$ cat config.mk
export PLATFORM = sky130hd
export DESIGN_NAME = mod_99_8b_flat
export DESIGN_NICKNAME = d
export VERILOG_FILES = /design/src/rtl/mod_99_8b_if.sv /design/src/rtl/mod_99_8b.sv /design/src/flat_wrapper.sv
export SDC_FILE = /design/constraint.sdc
export NUM_CORES = 1
export LEC_CHECK = 0
export ABC_AREA = 0
export BUFFER_PORTS_ARGS = -buffer_cell sky130_fd_sc_hd__buf_4
export CAP_MARGIN = 20
export CORE_MARGIN = 1.5
export CORE_UTILIZATION = 45
export DETAILED_ROUTE_END_ITERATION = 10
export GPL_TIMING_DRIVEN = 0
export HOLD_SLACK_MARGIN = 0.03
export PLACE_DENSITY = 0.66
export RECOVER_POWER = 25
export SKIP_LAST_GASP = 1
export SLEW_MARGIN = 20
export SYNTH_ARGS = -nofsm -noshare
export SYNTH_HDL_FRONTEND = slang
export SYNTH_SLANG_ARGS = --single-unit
export TNS_END_PERCENT = 30
$ cat constraint.sdc
create_clock -name clk -period 5.2 [get_ports clk]
set_input_delay 1.3 -clock clk [delete_from_list [all_inputs] [get_ports clk]]
set_output_delay 1.3 -clock clk [all_outputs]
set_load 0.05 [all_outputs]
$ cat src/rtl/mod_99_8b_if.sv
// Respond handshake between the respond FSM and the MAC receive/transmit processes.
// master = respond FSM (issues send_r/rcv_v_clr), slave = receive/transmit side.
interface mod_99_8b_if;
  logic rcv_v;
  logic rcv_v_clr;
  logic send_r;
  logic r_sent;

  modport master (
    input  rcv_v,
    input  r_sent,
    output send_r,
    output rcv_v_clr
  );

  modport slave (
    output rcv_v,
    output r_sent,
    input  send_r,
    input  rcv_v_clr
  );
endinterface

$ cat src/rtl/mod_99_8b.sv
// Preemption verify/respond FSM: answers each received verify with one respond mPacket.
// All outputs registered (one-cycle latency); a verify arriving mid-respond is queued as pending.
module mod_99_8b #(
  parameter int RESP_TIMEOUT = 1000,
  parameter int CNT_W        = 8
) (
  input  logic             clk,
  input  logic             reset_begin,
  input  logic             link_fail,
  input  logic             pEnable,
  mod_99_8b_if.master      resp_if,
  output logic [1:0]       mod_99_8b_state,
  output logic             respond_pending,
  output logic             resp_err,
  output logic [CNT_W-1:0] respondCnt
);

  localparam int TW = (RESP_TIMEOUT > 2) ? $clog2(RESP_TIMEOUT) : 1;
  localparam logic [TW-1:0] TIMER_LAST = TW'(RESP_TIMEOUT - 1);

  typedef enum logic [1:0] {
    INIT_RESPONSE = 2'b00,
    RESPONSE_IDLE = 2'b01,
    SEND_RESPOND  = 2'b10
  } state_t;

  state_t            state_q, state_nxt;
  logic [TW-1:0]     timer_q, timer_nxt;
  logic              send_q, send_nxt;
  logic              clr_q, clr_nxt;
  logic              pend_nxt;
  logic              err_nxt;
  logic [CNT_W-1:0]  cnt_nxt;

  always_comb begin
    state_nxt = state_q;
    timer_nxt = timer_q;
    send_nxt  = 1'b0;
    clr_nxt   = 1'b0;
    pend_nxt  = respond_pending;
    err_nxt   = 1'b0;
    cnt_nxt   = respondCnt;

    if (link_fail || !pEnable) begin
      state_nxt = INIT_RESPONSE;
      pend_nxt  = 1'b0;
      timer_nxt = '0;
    end else begin
      case (state_q)
        INIT_RESPONSE: state_nxt = RESPONSE_IDLE;

        RESPONSE_IDLE: begin
          if (resp_if.rcv_v || respond_pending) begin
            state_nxt = SEND_RESPOND;
            send_nxt  = 1'b1;
            clr_nxt   = 1'b1;
            pend_nxt  = 1'b0;
            timer_nxt = '0;
            if (respondCnt != '1)
              cnt_nxt = respondCnt + CNT_W'(1);
          end
        end

        SEND_RESPOND: begin
          if (resp_if.r_sent) begin
            state_nxt = RESPONSE_IDLE;
          end else if (timer_q == TIMER_LAST) begin
            state_nxt = RESPONSE_IDLE;
            err_nxt   = 1'b1;
          end else begin
            send_nxt  = 1'b1;
            timer_nxt = timer_q + TW'(1);
          end
          // rcv_v is still high in the entry cycle from the verify being served; the
          // pending/clr guards keep one new verify from producing more than one clear.
          if (resp_if.rcv_v && (timer_q != '0) && !respond_pending && !clr_q) begin
            pend_nxt = 1'b1;
            clr_nxt  = 1'b1;
          end
        end

        default: begin
          state_nxt = INIT_RESPONSE;
          pend_nxt  = 1'b0;
          timer_nxt = '0;
        end
      endcase
    end
  end

  always_ff @(posedge clk) begin
    if (reset_begin) begin
      state_q         <= INIT_RESPONSE;
      timer_q         <= '0;
      send_q          <= 1'b0;
      clr_q           <= 1'b0;
      respond_pending <= 1'b0;
      resp_err        <= 1'b0;
      respondCnt      <= '0;
    end else begin
      state_q         <= state_nxt;
      timer_q         <= timer_nxt;
      send_q          <= send_nxt;
      clr_q           <= clr_nxt;
      respond_pending <= pend_nxt;
      resp_err        <= err_nxt;
      respondCnt      <= cnt_nxt;
    end
  end

  assign mod_99_8b_state   = state_q;
  assign resp_if.send_r    = send_q;
  assign resp_if.rcv_v_clr = clr_q;

endmodule

$ cat src/flat_wrapper.sv
// flat-port wrapper written by rule: the top's interface ports become plain ports
module mod_99_8b_flat 
#(
  parameter int RESP_TIMEOUT = 1000,
  parameter int CNT_W        = 8
)
  (clk, reset_begin, link_fail, pEnable, mod_99_8b_state, respond_pending, resp_err, respondCnt, resp_if_rcv_v, resp_if_r_sent, resp_if_send_r, resp_if_rcv_v_clr);
  mod_99_8b_if resp_if_i ();
  input  logic clk;
  input  logic reset_begin;
  input  logic link_fail;
  input  logic pEnable;
  output logic [1:0] mod_99_8b_state;
  output logic respond_pending;
  output logic resp_err;
  output logic [CNT_W-1:0] respondCnt;
  input wire logic [$bits(resp_if_i.rcv_v)-1:0] resp_if_rcv_v;
  input wire logic [$bits(resp_if_i.r_sent)-1:0] resp_if_r_sent;
  output wire logic [$bits(resp_if_i.send_r)-1:0] resp_if_send_r;
  output wire logic [$bits(resp_if_i.rcv_v_clr)-1:0] resp_if_rcv_v_clr;
  assign resp_if_i.rcv_v = resp_if_rcv_v;
  assign resp_if_i.r_sent = resp_if_r_sent;
  assign resp_if_send_r = resp_if_i.send_r;
  assign resp_if_rcv_v_clr = resp_if_i.rcv_v_clr;
  mod_99_8b #(.RESP_TIMEOUT(RESP_TIMEOUT), .CNT_W(CNT_W)) u_core (.clk(clk), .reset_begin(reset_begin), .link_fail(link_fail), .pEnable(pEnable), .resp_if(resp_if_i), .mod_99_8b_state(mod_99_8b_state), .respond_pending(respond_pending), .resp_err(resp_err), .respondCnt(respondCnt));
endmodule
==> impl_results.md, run 1 <==
- DP HPWL: 2210 um
- Port Buffers: 18
- Ys Warns: 0
- Reg2reg setup slack: 2.77 ns
- Hold EP: u_core.respondCnt[1]
- Post-synth EDFFs: 0
- Gr ovfl total: 0
- I/O Pins: 20
- Final setup fails: 0
- DIE WIDTH: 56.5 um
- Post-CTS Repair Setup Buffers: 0
- DRT iter0 DRCs: 47
- Diode count: 0
- Critical Path AT: 3.14 ns
- Clock sink total: 24
- Maximum vdd ir drop: 0.171 mV
- Core area: 2730 um2
- Longest Clk Path Bufs: 2
- Die area: 3190 um2
- Startpoint types: input pin
- Number of distinct library cells after synthesis: 39
- Clock transition at path regs: 0.15 ns
- Final hold vios: 0
- Setup Skew: 0.0184 ns
- Share of cells above drive strength 1: 0.138
- Cell depth of the worst flop-to-flop path: 6
- Least-Margin Pin Slew: 1.08 ns
- WL/cell: 14.6 um
- Reg2reg start: u_core.mod_99_8b_state[1]
- Run status: finished clean
- Post-Route WL: 2990 um
- Count of nets after finishing: 187
- Critical Path Sink Type: flip-flop
- CTS Hold Bufs: 0
- Post-synth top area share: 0.374
- Vias in the first global route: 1114
- DRC viols: 0
- ANT nets after route: 0
- Slew HR: 0.277
- Final Max Slew Viols: 0
- Number of fill cells: 262
- Hold Path Class: flip-flop to flip-flop
- Htree depth: 1
- CP Class: input pin to flip-flop
- Cell row count: 19
- Antenna violations before repair: 0
- Mapped Cells: 152
- Hold path start: u_core.respondCnt[1]
- Ys async rst share: 0
- Avg Cell Area, Syn: 8.46 um2
- Period Utilization, post-route: 0.548
- Worst EP required: 5.49 ns
- Global Route Usage Sum: 0.188
- Via density: 6.06
- Setup TNS: 0 ns
- Power per Cell Area: 227 nW/um2
- LEAKAGE: 0.000500 uW
- Worst r2r dst: u_core.timer_q[2]
- Area growth from synthesis to layout: 16.8%
- Largest net degree at the start of global routing: 15
- Synth top area cells: dfxtp_1 (37%), ha_1 (5.8%), a21oi_1 (5.1%), nand2_1 (3.8%), o31ai_1 (3.5%)
- Hold Path Stages: 2
- RSZ-0062 raised after global routing: no
- Max Fclk: 351 MHz
- Min cycle time layout: 2.85 ns
- Clock Latency Late Sink: 0.33 ns
- DR pass1 iterations: 5
- Max Cap Viol: 0
- Post-synth top flop: dfxtp_1
- Gpl congestion: 0.790
- Routed via count: 1242
- Syn Nets: 164
- Final hold slack: 0.517 ns
- Setup crit start: resp_if_rcv_v
- Peak fanout along the critical path: 8
- Cell taking the most area after synthesis: dfxtp_1
- Starting Density: 0.470
- Cts repair resizes: 0
- Clock Tree Root: clkbuf_4
- Die Y: 56.5 um
- Mapped cell area: 1290 um2
- TritonCTS Buffers: 3
- Seq/Total Area, Yosys: 0.374
- Global-route wire length before repair: 4770 um
- TritonCTS clock tree: yes
- FF+latch count, synth: 24
==> metal layers <==
metal / GRT usage / vias to the layer above / wire (um)
li1: - / 621 / -
met3: 0.0276 / 4 / 198
met5: 0 / - / 0
met1: 0.237 / 578 / 1360
met4: 0.0714 / 0 / 25
met2: 0.321 / 39 / 1410
==> cells in the mapped netlist (2+ instances only) <==
cell       n
and4_1     2
nor4b_1    2
inv_1      8
o21ai_0    4
nor2_1    10
o311ai_1   2
or4_1      5
a21oi_1   13
o31ai_1    6
nand3_1    6
dfxtp_1   24
mux2i_1    2
o41ai_1    2
nor3_1     3
ha_1       6
nand2b_1   2
nand3b_1   2
nand4_1    6
nor2b_1    2
nor3b_2    2
o21ai_1    2
nand2_1   13
a31oi_1    6
clkbuf_1   2
or3_1      5
or4b_1     2
==> cell families after synthesis <==
family,count (synthesis),synth area share
flops,24,0.374
mux,3,0.0243
fa+ha+maj,6,0.0584
simple gates,68,0.312
buf+inv,11,0.0331
compound gates,40,0.198
==> critical path: stages <==
cell and delay, ns:
buf_4 0.12, nor3b_1 0.67, o31ai_1 0.39, or4b_1 0.58, nand2_1 0.07
==> state kept, by name, indices dropped and copies added (netlist names) <==
register / cells
u_core.mod_99_8b_state: 2
u_core.timer_q: 10
u_core.respondCnt: 8
u_core.resp_if.rcv_v_clr: 1
u_core.respond_pending: 1
u_core.resp_if.send_r: 1
u_core.resp_err: 1
==> how the worst max path moves through the flow <==
stage	endpoint	depth (start not counted)
after floorplan	u_core.timer_q[2]	5
after detailed placement	u_core.timer_q[2]	5
final	u_core.timer_q[2]	5
after global placement	u_core.timer_q[2]	5
after CTS	u_core.timer_q[2]	5
after global routing	u_core.timer_q[2]	5
==> area by class of cell <==
type	instances	area, um2	share of cell area
sequential	24	480	0.320
buffer	3	12.5	0.00833
timing repair buffer	18	135	0.0899
clock inverter	1	30.0	0.0200
multi-input combinational	117	753	0.501
tap	31	38.8	0.0258
clock buffer	3	22.5	0.0150
inverter	8	30.0	0.0200
==> report_power, final <==
group	internal (uW)	switching (uW)	leakage [uW]
Sequential	184	0.398	0.000193
Clock	78.0	59.9	0.0000279
Combinational	6.32	11.4	0.000278
Total	269	71.7	0.000500
==> layout by cell type, fill, tap and decap left out, types with 2 or more instances in the layout <==
master	n
a21oi_1	13
a31oi_1	6
and4_1	2
buf_4	17
clkbuf_1	2
clkbuf_4	4
dfxtp_1	24
ha_1	6
inv_1	8
mux2i_1	2
nand2_1	13
nand2b_1	2
nand3_1	6
nand3b_1	2
nand4_1	6
nor2_1	10
nor2b_1	2
nor3_1	3
nor3b_1	2
nor4b_1	2
o21ai_0	4
o21ai_1	2
o311ai_1	2
o31ai_1	6
o41ai_1	2
or3_1	5
or4_1	5
or4b_1	2
==> per-stage QoR <==
step                cells   util  cell area [um2]  setup slack [ns]  power [uW]
finish                205  0.550             1500              2.35         340
global route          205  0.550             1500              2.26         353
CTS                   205  0.553             1510              2.67         344
detailed placement    201  0.534             1460              2.32         207
global placement      201  0.534             1460              2.38         206
floorplan             152      -             1290              2.65         200
Note: power is estimated with default switching activity, not from simulation.
==> inputs of run 2 (changes only) <==
--- a/config.mk
+++ b/config.mk
@@ -5,7 +5,7 @@
 export SDC_FILE = /design/constraint.sdc
 export NUM_CORES = 1
 export LEC_CHECK = 0
-export ABC_AREA = 0
+export ABC_AREA = 1
 export BUFFER_PORTS_ARGS = -buffer_cell sky130_fd_sc_hd__buf_4
 export CAP_MARGIN = 20
 export CORE_MARGIN = 1.5
@@ -13,7 +13,7 @@
 export DETAILED_ROUTE_END_ITERATION = 10
 export GPL_TIMING_DRIVEN = 0
 export HOLD_SLACK_MARGIN = 0.03
-export PLACE_DENSITY = 0.66
+export PLACE_DENSITY = 0.68
 export RECOVER_POWER = 25
 export SKIP_LAST_GASP = 1
 export SLEW_MARGIN = 20
==> constraint.sdc (replaced) <==
create_clock -name clk -period 2.4 [get_ports clk]
set_input_delay 0.6 -clock clk [delete_from_list [all_inputs] [get_ports clk]]
set_output_delay 0.6 -clock clk [all_outputs]
set_load 0.05 [all_outputs]
==> run 2 against run 1 <==
  * Worst hold slack improved by 0.0026 ns
  * Non-clock buffer count decreased by 1
  * Synthesized cell count increased by 32%
  * Utilization increased by 0.63 points
  * Die area increased by 6.3%
  * Critical path depth decreased by 4
  * Clock-buffer cell count unchanged
  * Sequential power increased by 120%
  * The flow now finishes with violations (DRC)
  * Clock skew decreased by 0.016 ns
  * Cell count increased by 24%
  * Flip-flop and latch count unchanged
  * Largest power group unchanged
  * Combinational power increased to 2.7 times the previous value
==> impl_results.md, run 2 <==
- Area growth from synthesis to layout: 14.6%
- Critical Path Sink Type: output port
- Avg Cell Area, Syn: 6.83 um2
- Gr ovfl total: 0
- RSZ-0062 raised after global routing: no
- ANT nets after route: 0
- M1 WL: 1410 um
- CP Class: flip-flop to output port
- Global-route wire length before repair: 5190 um
- Max Cap Viol: 0
- Post-CTS Repair Setup Buffers: 0
- Met3 Routed Length: 114 um
- Gpl congestion: 0.863
- Clock sink total: 24
- TritonCTS clock tree: yes
- Hold Path Class: flip-flop to flip-flop
- DIE WIDTH: 58.2 um
- DR top layer: met4
- Max FFs per register: 10
- Max Fclk: 550 MHz
- Share of cells above drive strength 1: 0.148
- FF+latch count, synth: 24
- Longest Clk Path Bufs: 2
- Ys Warns: 0
- Port Buffers: 18
- Synth top area cells: dfxtp_1 (35%), nand2_1 (14%), nor2_1 (8.2%), a21oi_1 (7.3%), ha_1 (5.5%)
- LEAKAGE: 0.000596 uW
- Most common cell after layout, fill and taps aside: nand2_1
- Clock Tree Root: clkbuf_4
- Diode count: 0
- Failing checks: DRC
- DRC viols: 2
- Final setup fails: 0
- Die area: 3390 um2
- Number of fill cells: 302
- Starting Density: 0.485
- WL/cell: 11.9 um
- Count of nets after finishing: 236
- Worst path cell trace: clkbuf_1
- Final Instance Count excl. Fillers: 254
- Slew HR: 0.590
- Worst EP required: 1.80 ns
- Final hold vios: 0
- Post-Route WL: 3020 um
- Wire length on met2: 1430 um
- Min cycle time layout: 1.82 ns
- DRT iter0 DRCs: 61
- Clock Latency Late Sink: 0.32 ns
- Synth top cells by count: nand2_1 (51), nor2_1 (30), dfxtp_1 (24)
- Setup Skew: 0.00212 ns
- Largest net degree at the start of global routing: 15
- TritonCTS Buffers: 3
- Startpoint types: flip-flop
- DP HPWL: 2280 um
- Power per Cell Area: 478 nW/um2
- Mapped Cells: 201
- DR pass1 iterations: 7
- Vias in the first global route: 1194
- Critical Path AT: 1.22 ns
- Delay-heaviest family, CP: buffers and inverters
- CTS Hold Bufs: 0
- Cell row count: 19
- Critical path's largest stage delay: 0.49 ns
- Setup TNS: 0 ns
- Post-Place Cells: 250
- Peak fanout along the critical path: 4
- Worst Path Buf+Inv: 1
- Number of distinct library cells after synthesis: 24
- Via density: 5.25
- Mapped cell area: 1370 um2
- Post-synth top flop: dfxtp_1
- Cell taking the most area after synthesis: dfxtp_1
- Antenna violations before repair: 0
- Ys async rst share: 0
- Reg with most FFs: u_core.timer_q
- Core area: 2830 um2
- Routed via count: 1334
- Most frequent cell after synthesis: nand2_1
- Global Route Usage Sum: 0.195
- Syn Nets: 213
- Slowest CP cell: clkbuf_1
- Least-Margin Pin Slew: 0.618 ns
- Die Y: 58.2 um
- Seq/Total Area, Yosys: 0.350
- Post-synth top area share: 0.350
- Final Max Slew Viols: 0
- I/O Pins: 20
- Period Utilization, post-route: 0.757
- Cts repair resizes: 0
- Maximum vdd ir drop: 0.277 mV
- Post-synth EDFFs: 0
- Run status: finished, violations left
- Commonest cells after routing, fill and taps aside: nand2_1 (51), nor2_1 (30), dfxtp_1 (24), a21oi_1 (20), inv_1 (19)
- Clock transition at path regs: 0.14 ns
- Htree depth: 1
run 2: final cells by class:
| class | instances | area [um2] | share of cell area |
|---|---|---|---|
| buffer | 2 | 16.3 | 0.0103 |
| tap | 31 | 38.8 | 0.0247 |
| timing repair buffer | 18 | 109 | 0.0692 |
| clock buffer | 3 | 22.5 | 0.0143 |
| multi-input combinational | 154 | 797 | 0.507 |
| sequential | 24 | 480 | 0.305 |
| inverter | 21 | 78.8 | 0.0501 |
| clock inverter | 1 | 30.0 | 0.0191 |
run 2: metal layers:
| layer | track usage | vias to the layer above |
|---|---|---|
| met4 | 0.0930 | 0 |
| met5 | 0 | - |
| met3 | 0.0201 | 8 |
| met2 | 0.320 | 31 |
| li1 | - | 684 |
| met1 | 0.257 | 611 |
run 2: where the power goes:
| group | internal (uW) | total (uW) | switching, uW |
|---|---|---|---|
| combinational | 16.2 | 48.0 | 31.8 |
| sequential | 400 | 401 | 1.15 |
| clock | 169 | 302 | 133 |
| total | 585 | 751 | 166 |
run 2: per-stage QoR:
step           utilization  hold WS (ns)  instance area (um2)  power (uW)  setup slack, ns
2_1_floorplan            -         0.466                 1370         443            0.568
3_3_place_gp         0.547         0.483                 1550         458            0.703
3_5_place_dp         0.547         0.492                 1550         459            0.704
4_1_cts              0.565         0.506                 1600         765            0.725
5_1_grt              0.556         0.513                 1570         784            0.519
6_report             0.556         0.520                 1570         751            0.583
run 2: cells by family (layout without fill, tap and decap cells):
group / Yosys count / count (layout) / share of synthesized area
compound gates: 28 / 28 / 0.120
xor+xnor: 7 / 7 / 0.0447
fa+ha+maj: 6 / 6 / 0.0547
buf+inv: 23 / 45 / 0.0693
flops: 24 / 24 / 0.350
simple gates: 113 / 113 / 0.361
run 2: worst paths after layout:
path / startpoint / endpoint / slack, ns / cells past startpoint
hold / removal: u_core.timer_q[3] / u_core.timer_q[3] / 0.52 / 2
hold reg to reg: u_core.timer_q[3] / u_core.timer_q[3] / 0.52 / 2
setup reg to reg: u_core.mod_99_8b_state[1] / u_core.timer_q[5] / 0.75 / 11
setup / recovery: u_core.respondCnt[4] / respondCnt[4] / 0.58 / 1
